File: src/rtl/alu_arb_pkg.sv
// alu_arb_pkg: shared state type, opcode constants and width defaults for the ALU arbiter
package alu_arb_pkg;
  typedef enum logic [1:0] {IDLE, ISSUE, RESP} state_t;
  localparam int DATA_W_DEF = 16;
  localparam int OP_W_DEF = 4;
  localparam logic [3:0] OP_ADD = 4'h0;
  localparam logic [3:0] OP_SUB = 4'h1;
  localparam logic [3:0] OP_XOR = 4'h2;
  localparam logic [3:0] OP_AND = 4'h3;
  localparam logic [3:0] OP_OR = 4'h4;
  localparam logic [3:0] OP_NOT = 4'h5;
  localparam logic [3:0] OP_SHL = 4'h6;
  localparam logic [3:0] OP_SHR = 4'h7;
  localparam logic [3:0] OP_INC = 4'h8;
  localparam logic [3:0] OP_DEC = 4'h9;
  localparam logic [3:0] OP_MOV = 4'hA;
  localparam logic [3:0] OP_CMP = 4'hB;
  localparam logic [3:0] OP_B = 4'hC;
  localparam logic [3:0] OP_BR = 4'hD;
  localparam logic [3:0] OP_PCS = 4'hE;
  localparam logic [3:0] OP_HLT = 4'hF;
  localparam logic [3:0] OP_IDLE = 4'hF;
endpackage

File: src/rtl/alu_arbiter_rr.sv
// rr_arbiter: one-hot round-robin grant scanning upward from the last winner
module rr_arbiter #(
  parameter int NUM_REQ = 2,
  localparam int IW = $clog2(NUM_REQ)
) (
  input  logic               clk,
  input  logic               rst,
  input  logic [NUM_REQ-1:0] req,
  input  logic               advance,
  output logic [NUM_REQ-1:0] grant,
  output logic [IW-1:0]      grant_idx
);
  logic [IW-1:0] last, j;
  logic found;
  // First requesting index found after last, wrapping around
  always_comb begin
    grant = '0;
    grant_idx = '0;
    found = 1'b0;
    j = '0;
    for (int k = 1; k <= NUM_REQ; k++) begin
      j = IW'((int'(last) + k) % NUM_REQ);
      if (!found && req[j]) begin
        found = 1'b1;
        grant[j] = 1'b1;
        grant_idx = j;
      end
    end
  end
  // Pointer tracks the last winner; reset value puts requester 0 first in line
  always_ff @(posedge clk or posedge rst)
    if (rst) last <= IW'(NUM_REQ - 1);
    else if (advance) last <= grant_idx;
endmodule

File: src/rtl/alu_arbiter.sv
// alu_arbiter: shares one ALU among requesters, one issue cycle per op; ALU_ARB_LOCK_EN adds flag-private locking
module alu_arbiter
  import alu_arb_pkg::*;
#(
  parameter int NUM_REQ = 2,
  parameter int DATA_W = DATA_W_DEF,
  parameter int OP_W = OP_W_DEF,
  localparam int IW = $clog2(NUM_REQ)
) (
  input  logic                      clk,
  input  logic                      rst,
  input  logic [NUM_REQ-1:0]        req_valid,
  output logic [NUM_REQ-1:0]        req_ready,
  input  logic [NUM_REQ*OP_W-1:0]   req_op,
  input  logic [NUM_REQ*DATA_W-1:0] req_a,
  input  logic [NUM_REQ*DATA_W-1:0] req_b,
  output logic [NUM_REQ-1:0]        rsp_valid,
  input  logic [NUM_REQ-1:0]        rsp_ready,
  output logic [DATA_W-1:0]         rsp_data,
  output logic [DATA_W-1:0]         alu_in1,
  output logic [DATA_W-1:0]         alu_in2,
  output logic [OP_W-1:0]           alu_opcode,
  input  logic [DATA_W-1:0]         alu_out,
  output logic                      busy
`ifdef ALU_ARB_LOCK_EN
  ,
  input  logic [NUM_REQ-1:0]        req_lock,
  output logic                      locked
`endif
);
  state_t state, state_nx;
  logic [NUM_REQ-1:0] arb_req, grant;
  logic [IW-1:0] grant_idx, owner;
  logic [OP_W-1:0] sel_op;
  logic [DATA_W-1:0] sel_a, sel_b;
  logic accept;
  rr_arbiter #(.NUM_REQ(NUM_REQ)) u_rr (
    .clk(clk),
    .rst(rst),
    .req(arb_req),
    .advance(accept),
    .grant(grant),
    .grant_idx(grant_idx)
  );
  assign req_ready = state == IDLE ? grant : '0;
  assign accept = |req_ready;
  assign busy = state != IDLE;
  assign sel_op = OP_W'(req_op >> (OP_W * int'(grant_idx)));
  assign sel_a = DATA_W'(req_a >> (DATA_W * int'(grant_idx)));
  assign sel_b = DATA_W'(req_b >> (DATA_W * int'(grant_idx)));
`ifdef ALU_ARB_LOCK_EN
  logic [IW-1:0] lock_idx;
  assign arb_req = locked ? req_valid & (NUM_REQ'(1) << lock_idx) : req_valid;
  // Lock follows the req_lock bit of each accepted request
  always_ff @(posedge clk or posedge rst)
    if (rst) begin
      locked <= 1'b0;
      lock_idx <= '0;
    end else if (accept) begin
      locked <= req_lock[grant_idx];
      lock_idx <= grant_idx;
    end
`else
  assign arb_req = req_valid;
`endif
  // Next state: accept -> single issue cycle -> hold response until taken
  always_comb
    state_nx = state == IDLE ? (accept ? ISSUE : IDLE) : state == ISSUE ? RESP : (rsp_ready[owner] ? IDLE : RESP);
  // State register
  always_ff @(posedge clk or posedge rst)
    if (rst) state <= IDLE;
    else state <= state_nx;
  // ALU drive registers and response capture; opcode is idle outside the issue cycle
  always_ff @(posedge clk or posedge rst)
    if (rst) begin
      alu_in1 <= '0;
      alu_in2 <= '0;
      alu_opcode <= OP_W'(OP_IDLE);
      rsp_valid <= '0;
      rsp_data <= '0;
      owner <= '0;
    end else begin
      if (accept) begin
        alu_opcode <= sel_op;
        alu_in1 <= sel_a;
        alu_in2 <= sel_b;
        owner <= grant_idx;
      end
      if (state == ISSUE) begin
        alu_opcode <= OP_W'(OP_IDLE);
        rsp_data <= alu_out;
        rsp_valid <= NUM_REQ'(1) << owner;
      end
      if (state == RESP && rsp_ready[owner]) rsp_valid <= '0;
    end
endmodule

File: config.mk
export PLATFORM = sky130hd
export DESIGN_NAME = alu_arbiter
export DESIGN_NICKNAME = d
export VERILOG_FILES = /design/src/rtl/alu_arb_pkg.sv /design/src/rtl/alu_arbiter_rr.sv /design/src/rtl/alu_arbiter.sv
export SDC_FILE = /design/constraint.sdc
export NUM_CORES = 1
export LEC_CHECK = 0
export ABC_AREA = 0
export BUFFER_PORTS_ARGS = -buffer_cell sky130_fd_sc_hd__buf_2
export CORE_UTILIZATION = 49
export CTS_BUF_LIST = sky130_fd_sc_hd__clkbuf_2 sky130_fd_sc_hd__clkbuf_4 sky130_fd_sc_hd__clkbuf_8
export DETAILED_ROUTE_END_ITERATION = 10
export GPL_TIMING_DRIVEN = 0
export MAX_ROUTING_LAYER = met4
export PLACE_DENSITY_LB_ADDON = 0.1
export SYNTH_ARGS = -nofsm -noshare
export SYNTH_HDL_FRONTEND = slang
export SYNTH_SLANG_ARGS = --single-unit
File: constraint.sdc
create_clock -name clk -period 4.3 [get_ports clk]
set_input_delay 0.43 -clock clk [delete_from_list [all_inputs] [get_ports clk]]
set_output_delay 0.43 -clock clk [all_outputs]
set_load 0.01 [all_outputs]
==> results.md, run 1 <==
CTS:
- The post-cts resize count is 0.
- TritonCTS built the clock tree.
- The source-to-sink clock delay at the later pin of the worst-skew pair is between 300 and 400 ps.
- The CTS H-tree depth is 3.
- The clock-pin slew on the worst setup and hold paths is roughly 70 ps.
- No sink is reached through more buffers than the 2 on the longest clock path.
- The cell at the root of the clock tree is sky130_fd_sc_hd__clkbuf_8.
- The tree built by TritonCTS fans out to between 50 and 60 sinks.
- For this design, the CTS-stage hold fixing added 0 buffers.
- The number of clock buffers inserted by TritonCTS is 9.
- The post-CTS setup-driven buffer insertion count is 0.

STA:
- For the final database, setup skew stands at between 10 and 15 ps.
- The final count of pins violating max slew came to 0.
- The final hold violation count is 0.
- Of the available clock period, the critical path in the final layout requires roughly 46%.
- The number of endpoints failing setup at the final stage is 0.
- Setup repair after global routing left no endpoint under its margin.
- Derived from the worst setup path, the maximum achievable clock frequency is roughly 500 MHz.
- The worst path needs between 1500 and 2000 ps of the cycle, external delays included.
- For the pin with the worst max-slew slack, the measured transition is approximately 760 ps.
- The headroom to the max-slew limit is roughly 49%.
- After routing, the total negative slack on setup checks comes to 0 ps.

Global routing:
- The via count of the first global-routing pass was approximately 2.1k.
- The maximum number of pins on one net before global-route repair is 36.
- In the global route stage, overall resource usage came out at 22.49%.
- The initial antenna violation count is 0.
- For this run the aggregate overflow at the end of global routing stands at 0.
- The first global-routing pass estimated approximately 9200 µm of wire.

Worst setup path:
- Along the worst path, the maximum fanout reaches 10.
- The worst setup path is launched from a flop.
- By instance count, the cell type seen most on the critical path is sky130_fd_sc_hd__buf_12.
- For this run, the slowest stage of the critical path takes around 580 ps.
- The critical path's top delay family is flip-flops.
- Data on the critical path arrives at its endpoint at 1570 ps.
- At the worst endpoint, the required time is a little under 4000 ps.
- Among all stages on the critical path, the largest delay is contributed by sky130_fd_sc_hd__dfstp_2.
- The class of the most critical setup path is flop to output pin.
- The count of buffer and inverter cells on the critical path is 3.
- The kind of end point of the critical path is an output pin.
- Traced cell by cell, the critical path runs through a21boi_4 > buf_12 > buf_12 > and2_1 > buf_2.

Synthesis:
- By area the synthesized netlist is led by sky130_fd_sc_hd__dfrtp_1 50%, sky130_fd_sc_hd__mux2i_1 12%, sky130_fd_sc_hd__nand2_1 12%.
- A synthesized cell averages about 10 µm².
- The portion of synthesized cell area occupied by the leading cell type is 50.12%.
- The post-synth net total is 352.
- The number of instances in the synthesized netlist is ~260.
- Counting distinct cell types in the post-synthesis netlist gives 23.
- The number of flip-flops and latches in the synthesized netlist is 58.
- For this run, the number of Yosys warnings is 0.
- The sequential cell area fraction in the yosys report is 55.08%.
- The cell taking the most area after synthesis is sky130_fd_sc_hd__dfrtp_1.
- In this run the cell area of the synthesized design comes to 2646 µm².

Die:
- The area enclosed by the die boundary is between 5000 and 6000 µm².
- Pin placement for this block handled roughly 150 I/O pins.
- The floorplan step defined a core boundary enclosing 5140 µm².
- The die width is around 75 µm.
- The vertical die dimension is 75.49 µm.
- The starting density of the core is between 50% and 60%.
- The cell row count is 26.

Routing:
- The detailed-router iteration count before antenna repair is 4.
- The number of antenna-violating nets in the routed design is 0.
- After detailed routing, the number of remaining DRC violations is 0.
- The via count is ~2.4k.
- Wires add up to roughly 6000 µm.
- The number of vias per cell is between 4 and 5.
- The mean routed wirelength per cell is ~12 µm.
- The violation count after the first detailed-routing iteration is about 110.

Placement:
- Summing all placed instances gives a cell area of about 3500 µm².
- The last weighted congestion value of the routability-driven placer is around 0.78.
- The estimated wirelength of the detail-placed design is 4634 µm.
- Buffers placed on the I/O ports in this run total 150.

Cells and area:
- The top cell types in the final layout, fill and taps aside, are 156 x sky130_fd_sc_hd__buf_2, 83 x sky130_fd_sc_hd__nand2_1, 53 x sky130_fd_sc_hd__dfrtp_1.
- Relative to the synthesized area, the layout overhead comes to 39.86%.
- The diode insertion count for antenna repair is 0.
- The finished cells cover 3701 µm².
- The net count of the finished layout is between 500 and 600.
- The library cell used most frequently in the layout, excluding fill and tap cells, is sky130_fd_sc_hd__buf_2.
- The share of final-layout standard cells stronger than drive strength 1 is ~47%.

Min path:
- The class of the most critical hold timing path is primary input to async pin.

Status:
- The run finished with clean final reports.

Flow run:
- Across the run, the number of max-cap violations was 0.

Power:
- The worst-case IR drop observed on VDD is approximately 0.37 mV.
- In this run the power density over the cells is between 600 and 700 nW/µm².
- The analysis attributes to cell leakage a power of a little over 2 nW.
==> final timing paths <==
| kind | from | end | slack, ps | depth (start not counted) |
|---|---|---|---|---|
| setup reg to reg | state[1] | alu_in2[11] | 2790 | 6 |
| setup / recovery | u_rr.last | req_ready[1] | 2300 | 5 |
| max in group asynchronous | rst | alu_in1[13] | 3480 | 3 |
| hold reg to reg | rsp_data[0] | rsp_data[0] | 470 | 2 |
| min in group clk | alu_out[11] | rsp_data[11] | 290 | 3 |
| hold / removal | rst | alu_in2[4] | 230 | 2 |
==> kinds of logic (layout without fill, tap and decap cells) <==
logic type	count (synthesis)	in the layout	share of synthesized area, %
buffers and inverters	19	186	5.437
and+or+nand+nor	101	101	15.65
DFF	58	58	55.08
AOI/OAI and AO/OA	47	47	11.35
muxes	33	33	12.48
==> metal layers <==
layer  wire (µm)  global-route usage, %
met5           0                      -
met4         136                  12.55
met3         337                  3.836
met2        2938                  35.62
met1        2573                  27.39
==> Yosys cell counts, drive strengths merged <==
| cell type | n |
|---|---|
| nor2b | 1 |
| dfstp | 5 |
| nor3 | 1 |
| dfrtp | 53 |
| mux2i | 33 |
| clkbuf | 5 |
| buf | 10 |
| inv | 4 |
| nor2 | 9 |
| nand2 | 83 |
| a21oi | 3 |
| nand2b | 1 |
| a21boi | 1 |
| and2b | 4 |
| and2 | 1 |
| o21ai | 37 |
| a211oi | 5 |
| a31oi | 1 |
| nor3b | 1 |
==> area by class of cell <==
class / count / area [µm²]
Timing Repair Buffer: 151 / 778.2
Multi-Input combinational cell: 181 / 1045
Clock inverter: 6 / 57.56
Sequential cell: 58 / 1458
Fill cell: 452 / 1439
Inverter: 4 / 15.01
Buffer: 15 / 128.9
Tap cell: 70 / 87.58
Clock buffer: 10 / 131.4
==> where the power goes <==
group / internal, mW / switching (mW)
logic: 0.475 / 0.650
clock network: 0.270 / 0.208
registers: 0.830 / 0.140
total: 1.57 / 0.998
==> through the flow <==
| stage | utilization, % | hold slack, ps | total power [mW] | setup slack [ps] | instances |
|---|---|---|---|---|---|
| 3_5_place_dp | 68.33 | 457.2 | 2.118 | 2456 | 479 |
| 3_3_place_gp | 67.79 | 452.3 | 2.083 | 1749 | 478 |
| 2_1_floorplan | - | 492.3 | 1.675 | 2450 | 258 |
| 6_report | 72.01 | 234.9 | 2.572 | 2301 | 495 |
| 5_1_grt | 72.01 | 287.6 | 2.780 | 2239 | 495 |
| 4_1_cts | 72.01 | 265.6 | 2.604 | 2284 | 495 |
==> sequential cells by signal, summed over array words and instances, names as in the netlist <==
signal / count
alu_in1: 16
alu_in2: 16
rsp_data: 16
alu_opcode: 4
rsp_valid: 2
state: 2
owner: 1
u_rr.last: 1
No activity file was read; power rests on OpenSTA's default activity.
==> run 2, diff against run 1 <==
--- a/config.mk
+++ b/config.mk
@@ -5,9 +5,9 @@
 export SDC_FILE = /design/constraint.sdc
 export NUM_CORES = 1
 export LEC_CHECK = 0
-export ABC_AREA = 0
+export ABC_AREA = 1
 export BUFFER_PORTS_ARGS = -buffer_cell sky130_fd_sc_hd__buf_2
-export CORE_UTILIZATION = 49
+export CORE_UTILIZATION = 42
 export CTS_BUF_LIST = sky130_fd_sc_hd__clkbuf_2 sky130_fd_sc_hd__clkbuf_4 sky130_fd_sc_hd__clkbuf_8
 export DETAILED_ROUTE_END_ITERATION = 10
 export GPL_TIMING_DRIVEN = 0
==> constraint.sdc (replaced) <==
create_clock -name clk -period 1.75 [get_ports clk]
set_input_delay 0.175 -clock clk [delete_from_list [all_inputs] [get_ports clk]]
set_output_delay 0.175 -clock clk [all_outputs]
set_load 0.01 [all_outputs]
==> results.md, run 2 <==
Worst setup path:
- The slack of the worst reg-to-reg path is 260 ps (-2530 ps).
- The required time of the worst setup path is 1570 ps (-2300 ps).
- The path depth of the worst reg2reg path was 7 (+1).
- Following the worst setup path forward leads to its endpoint at req_ready[0].
- The end of the worst register-to-register path is alu_in1[8].
- The worst setup path is of the flop to output pin kind.
- The signal on the critical path passes through inv_2 > nand2_4 > nand3_4 > inv_1 > buf_2.
- The critical path arrival is 1460 ps (-110 ps).
- STA classifies the critical path endpoint as an output pin.
- STA classifies the critical path startpoint as a flop.
- In this run the worst setup path begins at u_rr.last.
- The maximum fanout along the worst path is 10 (unchanged).
- For this design, the slowest cell found on the critical path is sky130_fd_sc_hd__dfstp_2.
- The reg-to-reg critical path startpoint is u_rr.last.
- The largest incremental delay on the critical path is 560 ps (-20 ps).

Synthesis:
- The sequential cell area fraction in the yosys report is 52.34% (-2.7 points).
- The number of instances in the synthesized netlist came to 373 (+45%).
- Ranked by total cell area, the synthesized netlist is headed by sky130_fd_sc_hd__dfrtp_1 48%, sky130_fd_sc_hd__nand2_1 31%, sky130_fd_sc_hd__nand3_1 7.5%.
- The post-synth net total is 467 (+33%).
- For this run, the leading register cell type out of synthesis is sky130_fd_sc_hd__dfrtp_1.
- The netlist area before placement is 2785 µm² (+5.2%).
- The synthesis warning total is 0 (unchanged).
- The average cell area after synthesis is 7.467 µm² (-27%).
- The commonest cells after synthesis are 228 x sky130_fd_sc_hd__nand2_1, 53 x sky130_fd_sc_hd__dfrtp_1, 42 x sky130_fd_sc_hd__nand3_1, 7 x sky130_fd_sc_hd__buf_2, 7 x sky130_fd_sc_hd__inv_1.
- The portion of synthesized cell area occupied by the leading cell type is 47.62% (-2.5 points).
- The fraction of synthesis flops using an asynchronous set or reset pin came to 100.0% (unchanged).
- The leading cell type by number of instances after synthesis is sky130_fd_sc_hd__nand2_1.
- The number of enable-type register cells in the synthesized netlist is 0 (unchanged).
- Summed over all instances, the cell type with the most area after synthesis is sky130_fd_sc_hd__dfrtp_1.
- The number of distinct standard cells referenced by the synthesized netlist is 21 (-8.7%).
- The number of flip-flops and latches in the synthesized netlist is 58 (unchanged).

Die:
- The boundary pin count came to 151 (unchanged).
- The area of the core is 6386 µm² (+24%).
- The cell row count came to 29 (+12%).
- The vertical die dimension is 83.44 µm (+11%).
- The die width is 83.44 µm (+11%).
- The area enclosed by the die boundary is 6961 µm² (+22%).
- The starting density of the core was 43.61% (-7.9 points).

CTS:
- The tree is rooted in a sky130_fd_sc_hd__clkbuf_8.
- The CTS H-tree depth was 3 (unchanged).
- The TritonCTS clock tree is yes.
- The number of buffers on the longest clock path is 2 (unchanged).
- The post-CTS setup-driven buffer insertion count is 0 (unchanged).
- The number of clock buffers inserted by TritonCTS is 9 (unchanged).
- The number of clock sinks seen by CTS is 58 (unchanged).
- The clock-pin slew on the worst setup and hold paths is 60 ps (about the same).
- The source-to-sink clock delay at the later pin of the worst-skew pair was 330 ps (about the same).

Global routing:
- The total global-route track usage came to 22.95% (+0.47 points).
- The via count of the first global-routing pass is 2783 (+35%).
- The global-route congestion overflow total came to 0 (unchanged).
- The maximum number of pins on one net before global-route repair is 31 (-14%).
- The initial antenna violation count is 0 (unchanged).
- The wire length of the first global-routing pass is 12420 µm (+36%).

Min path:
- Along the worst hold path, the cell count comes to 3.
- The tightest min-delay check is of the primary input to flop type.

Routing:
- The via count is 2912 (+23%).
- The DRC violations left came to 0 (unchanged).
- The total wire length after detailed routing was 7352 µm (+23%).
- The number of vias per cell came to 4.712 (-1.4%).
- The mean routed wirelength per cell is 11.90 µm (-1.6%).
- The number of antenna-violating nets in the routed design was 0 (unchanged).
- The detailed-router iteration count before antenna repair is 4 (unchanged).
- The violation count after the first detailed-routing iteration is 103 (-8.8%).

STA:
- Setup repair after global routing left no endpoint under its margin.
- The summed negative setup slack over all endpoints came to 0 ps (unchanged).
- Based on the critical path, the design can be clocked at up to 611.5 MHz.
- The setup slack after layout is 114.7 ps (-2186 ps).
- The number of endpoints failing setup at the final stage is 0 (unchanged).
- The worst-margin pin slew is 636.3 ps (-124.1 ps).
- Subtracting the final worst setup slack from the clock period gives about 1600 ps.
- The final clock period utilization by the worst path is just over 90%.
- The final count of pins violating max slew came to 0 (unchanged).
- The headroom to the max-slew limit is 57.52% (+8.3 points).
- The largest clock skew in the final design was 6.699 ps (-3.764 ps).
- The final hold violation count came to 0 (unchanged).

Placement:
- The setup slack after placement came to 123.2 ps (-2333 ps).
- The last weighted congestion value of the routability-driven placer came to 0.7623 (-2.5%).
- The number of cells after detailed placement came to 601 (+25%).
- The number of port buffers is 150 (unchanged).
- The estimated wirelength of the detail-placed design is 5317 µm (+15%).

Power:
- The highest ir drop seen on vdd is 0.9123 mV (+150%).
- The post-layout total power is 6.447 mW (+150%).
- The leakage dissipation was 2.380 nW (+18%).
- The power per cell area is 1668 nW/µm² (+140%).

Status:
- The flow ran to the end, and the final reports show no timing, DRC or antenna violations.

Cells and area:
- The library cells used most frequently in the layout, excluding fill and tap cells, are 228 x sky130_fd_sc_hd__nand2_1, 157 x sky130_fd_sc_hd__buf_2, 53 x sky130_fd_sc_hd__dfrtp_1.
- The diode insertion count for antenna repair is 0 (unchanged).
- From synthesis to final layout, the design area changed by 38.77%.
- The final layout net count is 630 (+23%).
- The share of final-layout standard cells stronger than drive strength 1 is 36.04% (-11 points).
- The library cell used most frequently in the layout, excluding fill and tap cells, is sky130_fd_sc_hd__nand2_1.
- The largest registers in the layout are alu_in1 (16), alu_in2 (16), rsp_data (16).
- The count of filler cells inserted in the layout is 629 (+39%).
- The final cell count without fillers was 618 (+25%).

Flow run:
- The count of maximum capacitance violations came to 0 (unchanged).
[run 2: cell count changes after synthesis, moves of 4 or more]
cell	previous run	this run
sky130_fd_sc_hd__nand2_1	83	228
sky130_fd_sc_hd__nand3_1	0	42
sky130_fd_sc_hd__mux2i_1	33	0
sky130_fd_sc_hd__o21ai_1	20	0
sky130_fd_sc_hd__o21ai_2	10	0
sky130_fd_sc_hd__nor2_1	8	1
sky130_fd_sc_hd__a211oi_1	5	0
sky130_fd_sc_hd__and2b_2	4	0
sky130_fd_sc_hd__buf_12	4	0
sky130_fd_sc_hd__nand4_1	0	4
[run 2: cells by family after synthesis]
kind of cell,count (synthesis),share of synthesized area (%)
AOI/OAI and AO/OA,6,1.482
DFF,58,52.34
and+or+nand+nor,280,40.75
buffers and inverters,29,5.436
[run 2: area by class of cell]
type                       instances  area [µm²]  share of cell area [%]
sequential                        58        1458                   37.71
multi-input combinational        286        1189                   30.75
timing repair buffer             152       780.7                   20.20
clock buffer                      14       180.2                   4.662
buffer                            18       110.1                   2.849
tap                               77       96.34                   2.493
inverter                          11       41.29                   1.068
clock inverter                     2       10.01                  0.2590
[run 2: metal layers]
layer / vias to the layer above / wire length, µm / global-route usage, %
li1: 1485 / - / -
met1: 1315 / 3244 / 27.83
met2: 103 / 3467 / 36.66
met3: 9 / 558 / 6.461
met4: 0 / 81 / 8.629
met5: - / 0 / -
[run 2: worst min-delay path by stage]
| stage | start | endpoint | slack [ps] |
|---|---|---|---|
| after floorplan | alu_out[0] | rsp_data[0] | 280 |
| after global placement | alu_out[11] | rsp_data[11] | 370 |
| after detailed placement | rst | rsp_data[8] | 300 |
| after CTS | alu_out[14] | rsp_data[14] | 20 |
| after global routing | alu_out[3] | rsp_data[3] | 40 |
| final | alu_out[11] | rsp_data[11] | 30 |
[run 2: through the flow]
stage          utilization [%]  area, µm²  hold slack, ps
6_report                 60.52       3865           33.82
5_1_grt                  60.52       3865           35.36
4_1_cts                  60.44       3860           24.74
3_5_place_dp             57.19       3652           300.3
3_3_place_gp             56.88       3632           367.7
2_1_floorplan                -       2785           284.6
[run 2: critical path: cells and delay by family, from the launching register on]
family        cells  cell delay [ps]
buf+inv           3              320
flops             1              560
simple gates      2              250
[run 2: where the power goes]
part	internal [mW]	leakage (nW)	total (mW)	switching [mW]
registers	2.03	0.712	2.35	0.320
logic	1.15	1.57	2.93	1.78
clock network	0.657	0.103	1.16	0.507
[run 2: repair_timing]
item                                    4_1_cts  5_1_grt
hold buffers                                  1        0
resized for setup                             1        1
endpoints found under the setup margin        1        1
hold endpoints to repair                     27        0
pin swaps                                     0        0
==> run 3, diff against run 2 <==
--- a/config.mk
+++ b/config.mk
@@ -7,7 +7,10 @@
 export LEC_CHECK = 0
 export ABC_AREA = 1
 export BUFFER_PORTS_ARGS = -buffer_cell sky130_fd_sc_hd__buf_2
-export CORE_UTILIZATION = 42
+export CELL_PAD_IN_SITES_DETAIL_PLACEMENT = 2
+export CELL_PAD_IN_SITES_GLOBAL_PLACEMENT = 2
+export CORE_MARGIN = 3
+export CORE_UTILIZATION = 22
 export CTS_BUF_LIST = sky130_fd_sc_hd__clkbuf_2 sky130_fd_sc_hd__clkbuf_4 sky130_fd_sc_hd__clkbuf_8
 export DETAILED_ROUTE_END_ITERATION = 10
 export GPL_TIMING_DRIVEN = 0
@@ -15,4 +18,5 @@
 export PLACE_DENSITY_LB_ADDON = 0.1
 export SYNTH_ARGS = -nofsm -noshare
 export SYNTH_HDL_FRONTEND = slang
+export SYNTH_HIERARCHICAL = 1
 export SYNTH_SLANG_ARGS = --single-unit
==> results.md, run 3 <==
Cells and area:
- The final design area excluding fillers was 4109 µm² (+6.3%).
- The storage element area is 1458 µm² (unchanged).
- The diode insertion count for antenna repair is 0 (unchanged).
- The share of final-layout standard cells stronger than drive strength 1 is 44.21% (+8.2 points).
- The utilization after layout is 32.30% (-28 points).
- The count of filler cells inserted in the layout is 1547 (+150%).
- In the layout the commonest cells are 151 x sky130_fd_sc_hd__buf_2, 140 x sky130_fd_sc_hd__nand2_1, 53 x sky130_fd_sc_hd__dfrtp_1.
- The multi-input gate area in the final layout is 1092 µm² (-8.1%).
- The final layout net count came to 607 (-3.7%).
- The final cell count without fillers came to 690 (+12%).
- The leading cell type in the layout, fill and taps excluded is sky130_fd_sc_hd__buf_2.
- Relative to the synthesized area, the layout overhead comes to 42.47%.
- The largest registers in the layout are alu_in1 (16), alu_in2 (16), rsp_data (16).

STA:
- The post-layout minimum cycle time is 1642 ps (+7.178 ps).
- The number of endpoints failing setup at the final stage is 0 (unchanged).
- The worst-margin pin slew is 657.4 ps (+21.09 ps).
- The maximum frequency from static timing analysis was 608.8 MHz (-0.44%).
- The final count of pins violating max slew came to 0 (unchanged).
- The final hold violation count was 0 (unchanged).
- The largest clock skew in the final design was 7.046 ps (+0.3479 ps).
- The headroom to the max-slew limit is 56.11% (-1.4 points).
- The final clock period utilization by the worst path was 93.86% (+0.41 points).

Power:
- The highest ir drop seen on vdd came to 0.3096 mV (-66%).
- The leakage dissipation is 2.419 nW (+1.6%).
- The power per cell area is 1706 nW/µm² (+2.3%).

Synthesis:
- The portion of synthesized cell area occupied by the leading cell type is 45.99% (-1.6 points).
- The number of distinct standard cells referenced by the synthesized netlist is 21 (unchanged).
- The leading cell type by number of instances after synthesis is sky130_fd_sc_hd__nand2_1.
- The number of flip-flops and latches in the synthesized netlist came to 58 (unchanged).
- The number of instances in the synthesized netlist came to 348 (-6.7%).
- The number of enable-type register cells in the synthesized netlist is 0 (unchanged).
- The sequential cell area fraction in the yosys report was 50.54% (-1.8 points).
- In the post-synthesis netlist, the biggest area contributors are sky130_fd_sc_hd__dfrtp_1 46%, sky130_fd_sc_hd__nand2_1 18%, sky130_fd_sc_hd__o21ai_2 8.5%.
- The post-synth net total is 442 (-5.4%).
- By count the netlist is led by 140 x sky130_fd_sc_hd__nand2_1, 53 x sky130_fd_sc_hd__dfrtp_1, 42 x sky130_fd_sc_hd__inv_1, 32 x sky130_fd_sc_hd__a21oi_1, 28 x sky130_fd_sc_hd__o21ai_2.
- The cell taking the most area after synthesis is sky130_fd_sc_hd__dfrtp_1.
- The average cell area after synthesis is 8.287 µm² (+11%).
- The synthesis warning total was 6 (+6).
- The most common flop cell mapped by yosys is sky130_fd_sc_hd__dfrtp_1.
- The fraction of synthesis flops using an asynchronous set or reset pin is 100.0% (unchanged).
- The netlist area before placement is 2884 µm² (+3.5%).

Die:
- The starting density of the core is 22.67% (-21 points).
- The boundary pin count is 151 (unchanged).
- The die width came to 120.5 µm (+44%).
- The vertical die dimension is 120.5 µm (+44%).
- The area of the core was 12720 µm² (+99%).
- The area enclosed by the die boundary is 14520 µm² (+110%).
- The cell row count is 41 (+41%).

Status:
- The run finished with clean final reports.

Worst setup path:
- The critical path's top delay family is flip-flops.
- The source of the critical timing path is u_rr/last.
- The largest incremental delay on the critical path is 540 ps (-20 ps).
- The count of buffer and inverter cells on the critical path is 2 (-1).
- The worst-path cell with the longest stage delay is sky130_fd_sc_hd__dfstp_2.
- STA classifies the critical path startpoint as a flop.
- The critical path arrival is 1470 ps (about the same).
- Traced cell by cell, the critical path runs through nand2_1 > o21ai_1 > inv_1 > nor2_1 > buf_2.
- The maximum fanout along the worst path is 4 (-6).
- The class of the most critical setup path is flop to output pin.
- The kind of end point of the critical path is an output pin.
- The startpoint identified for the worst register-to-register timing path is u_rr/last.
- The required time of the worst setup path came to 1570 ps (about the same).

Global routing:
- The global-route congestion overflow total is 0 (unchanged).
- The initial antenna violation count came to 0 (unchanged).
- The wire length of the first global-routing pass is 16060 µm (+29%).
- The via count of the first global-routing pass came to 3190 (+15%).
- The total global-route track usage is 14.46% (-8.5 points).
- The maximum number of pins on one net before global-route repair came to 30 (-3.2%).

Placement:
- The estimated wirelength of the detail-placed design is 7613 µm (+43%).
- The last weighted congestion value of the routability-driven placer is 0.6767 (-11%).
- The total cell area at the placement stage came to 3870 µm² (+6.0%).
- The number of port buffers came to 150 (unchanged).
- The number of cells after detailed placement is 671 (+12%).

Routing:
- The total wire length after detailed routing was 9916 µm (+35%).
- The number of antenna-violating nets in the routed design was 0 (unchanged).
- The detailed-router iteration count before antenna repair was 4 (unchanged).
- The number of vias per cell is 4.132 (-12%).
- The mean routed wirelength per cell is 14.37 µm (+21%).
- The via count was 2851 (-2.1%).
- The violation count after the first detailed-routing iteration was 65 (-37%).
- The DRC violations left was 0 (unchanged).

CTS:
- The TritonCTS clock tree is yes.
- The number of clock buffers inserted by TritonCTS is 9 (unchanged).
- The root buffer cell chosen for the clock tree is sky130_fd_sc_hd__clkbuf_8.
- The number of buffers on the longest clock path is 2 (unchanged).
- The CTS H-tree depth is 3 (unchanged).
- The clock-pin slew on the worst setup and hold paths was 70 ps (about the same).
- The number of clock sinks seen by CTS is 58 (unchanged).
- The source-to-sink clock delay at the later pin of the worst-skew pair is 340 ps (about the same).

Flow run:
- The count of maximum capacitance violations is 0 (unchanged).

Min path:
- The worst hold path begins at alu_out[12].
- The min-delay analysis places its worst path in the category primary input to flop.
[run 3: tightest hold or removal path: stages]
cell,delay (ps)
sky130_fd_sc_hd__buf_2,80
sky130_fd_sc_hd__nand2_1,40
sky130_fd_sc_hd__nand2_1,40
[run 3: kinds of logic (layout without fill, tap and decap cells)]
family | Yosys count | after routing | synth area share [%]
compound gates | 68 | 68 | 15.84
buf+inv | 63 | 233 | 11.71
flops | 58 | 58 | 50.54
simple gates | 159 | 159 | 21.91
[run 3: layout make-up]
type,count,area share [%]
buffer,18,4.233
clock buffer,14,4.385
clock inverter,2,0.2436
inverter,45,4.172
multi-input combinational,227,26.58
sequential,58,35.48
tap,172,5.238
timing repair buffer,154,19.67
[run 3: through the flow]
step	total power, mW	hold slack [ps]	setup slack, ps	TNS [ps]
floorplan	4.534	64.70	182.0	0
global placement	5.758	198.3	-818.0	-44090
detailed placement	5.876	217.2	39.92	0
CTS	7.132	8.888	15.90	0
global route	7.681	18.21	-17.07	-44.52
finish	7.009	28.87	107.5	0
[run 3: repair_timing]
| action | CTS | global route |
|---|---|---|
| hold buffers | 1 | 0 |
| setup endpoints to repair | 0 | 29 |
| resized for setup | 0 | 6 |
| endpoints found under the hold margin | 25 | 0 |
| setup buffers | 0 | 2 |
[run 3: layer usage]
metal  vias up  GRT usage [%]  share of wire (%)
met4         0          4.462                1.4
met5         -              -                  0
met3        11          4.350                6.0
met2        86          25.29                 52
met1      1348          15.85                 40
li1       1406              -                  -
[run 3: final timing paths]
kind                       depth (start not counted)  slack, ps            to
max                                                5        110  req_ready[0]
max in group asynchronous                          4        650   alu_in1[13]
max reg2reg                                        7        110    alu_in1[3]
min                                                3         30  rsp_data[12]
min reg2reg                                        2        480   rsp_data[1]
min in group asynchronous                          3        420     u_rr/last
[run 3: where the power goes]
group	leakage (nW)	internal [mW]	switching, mW	total (mW)
registers	0.713	2.03	0.344	2.38
clock network	0.103	0.658	0.543	1.20
logic	1.60	1.44	1.99	3.43
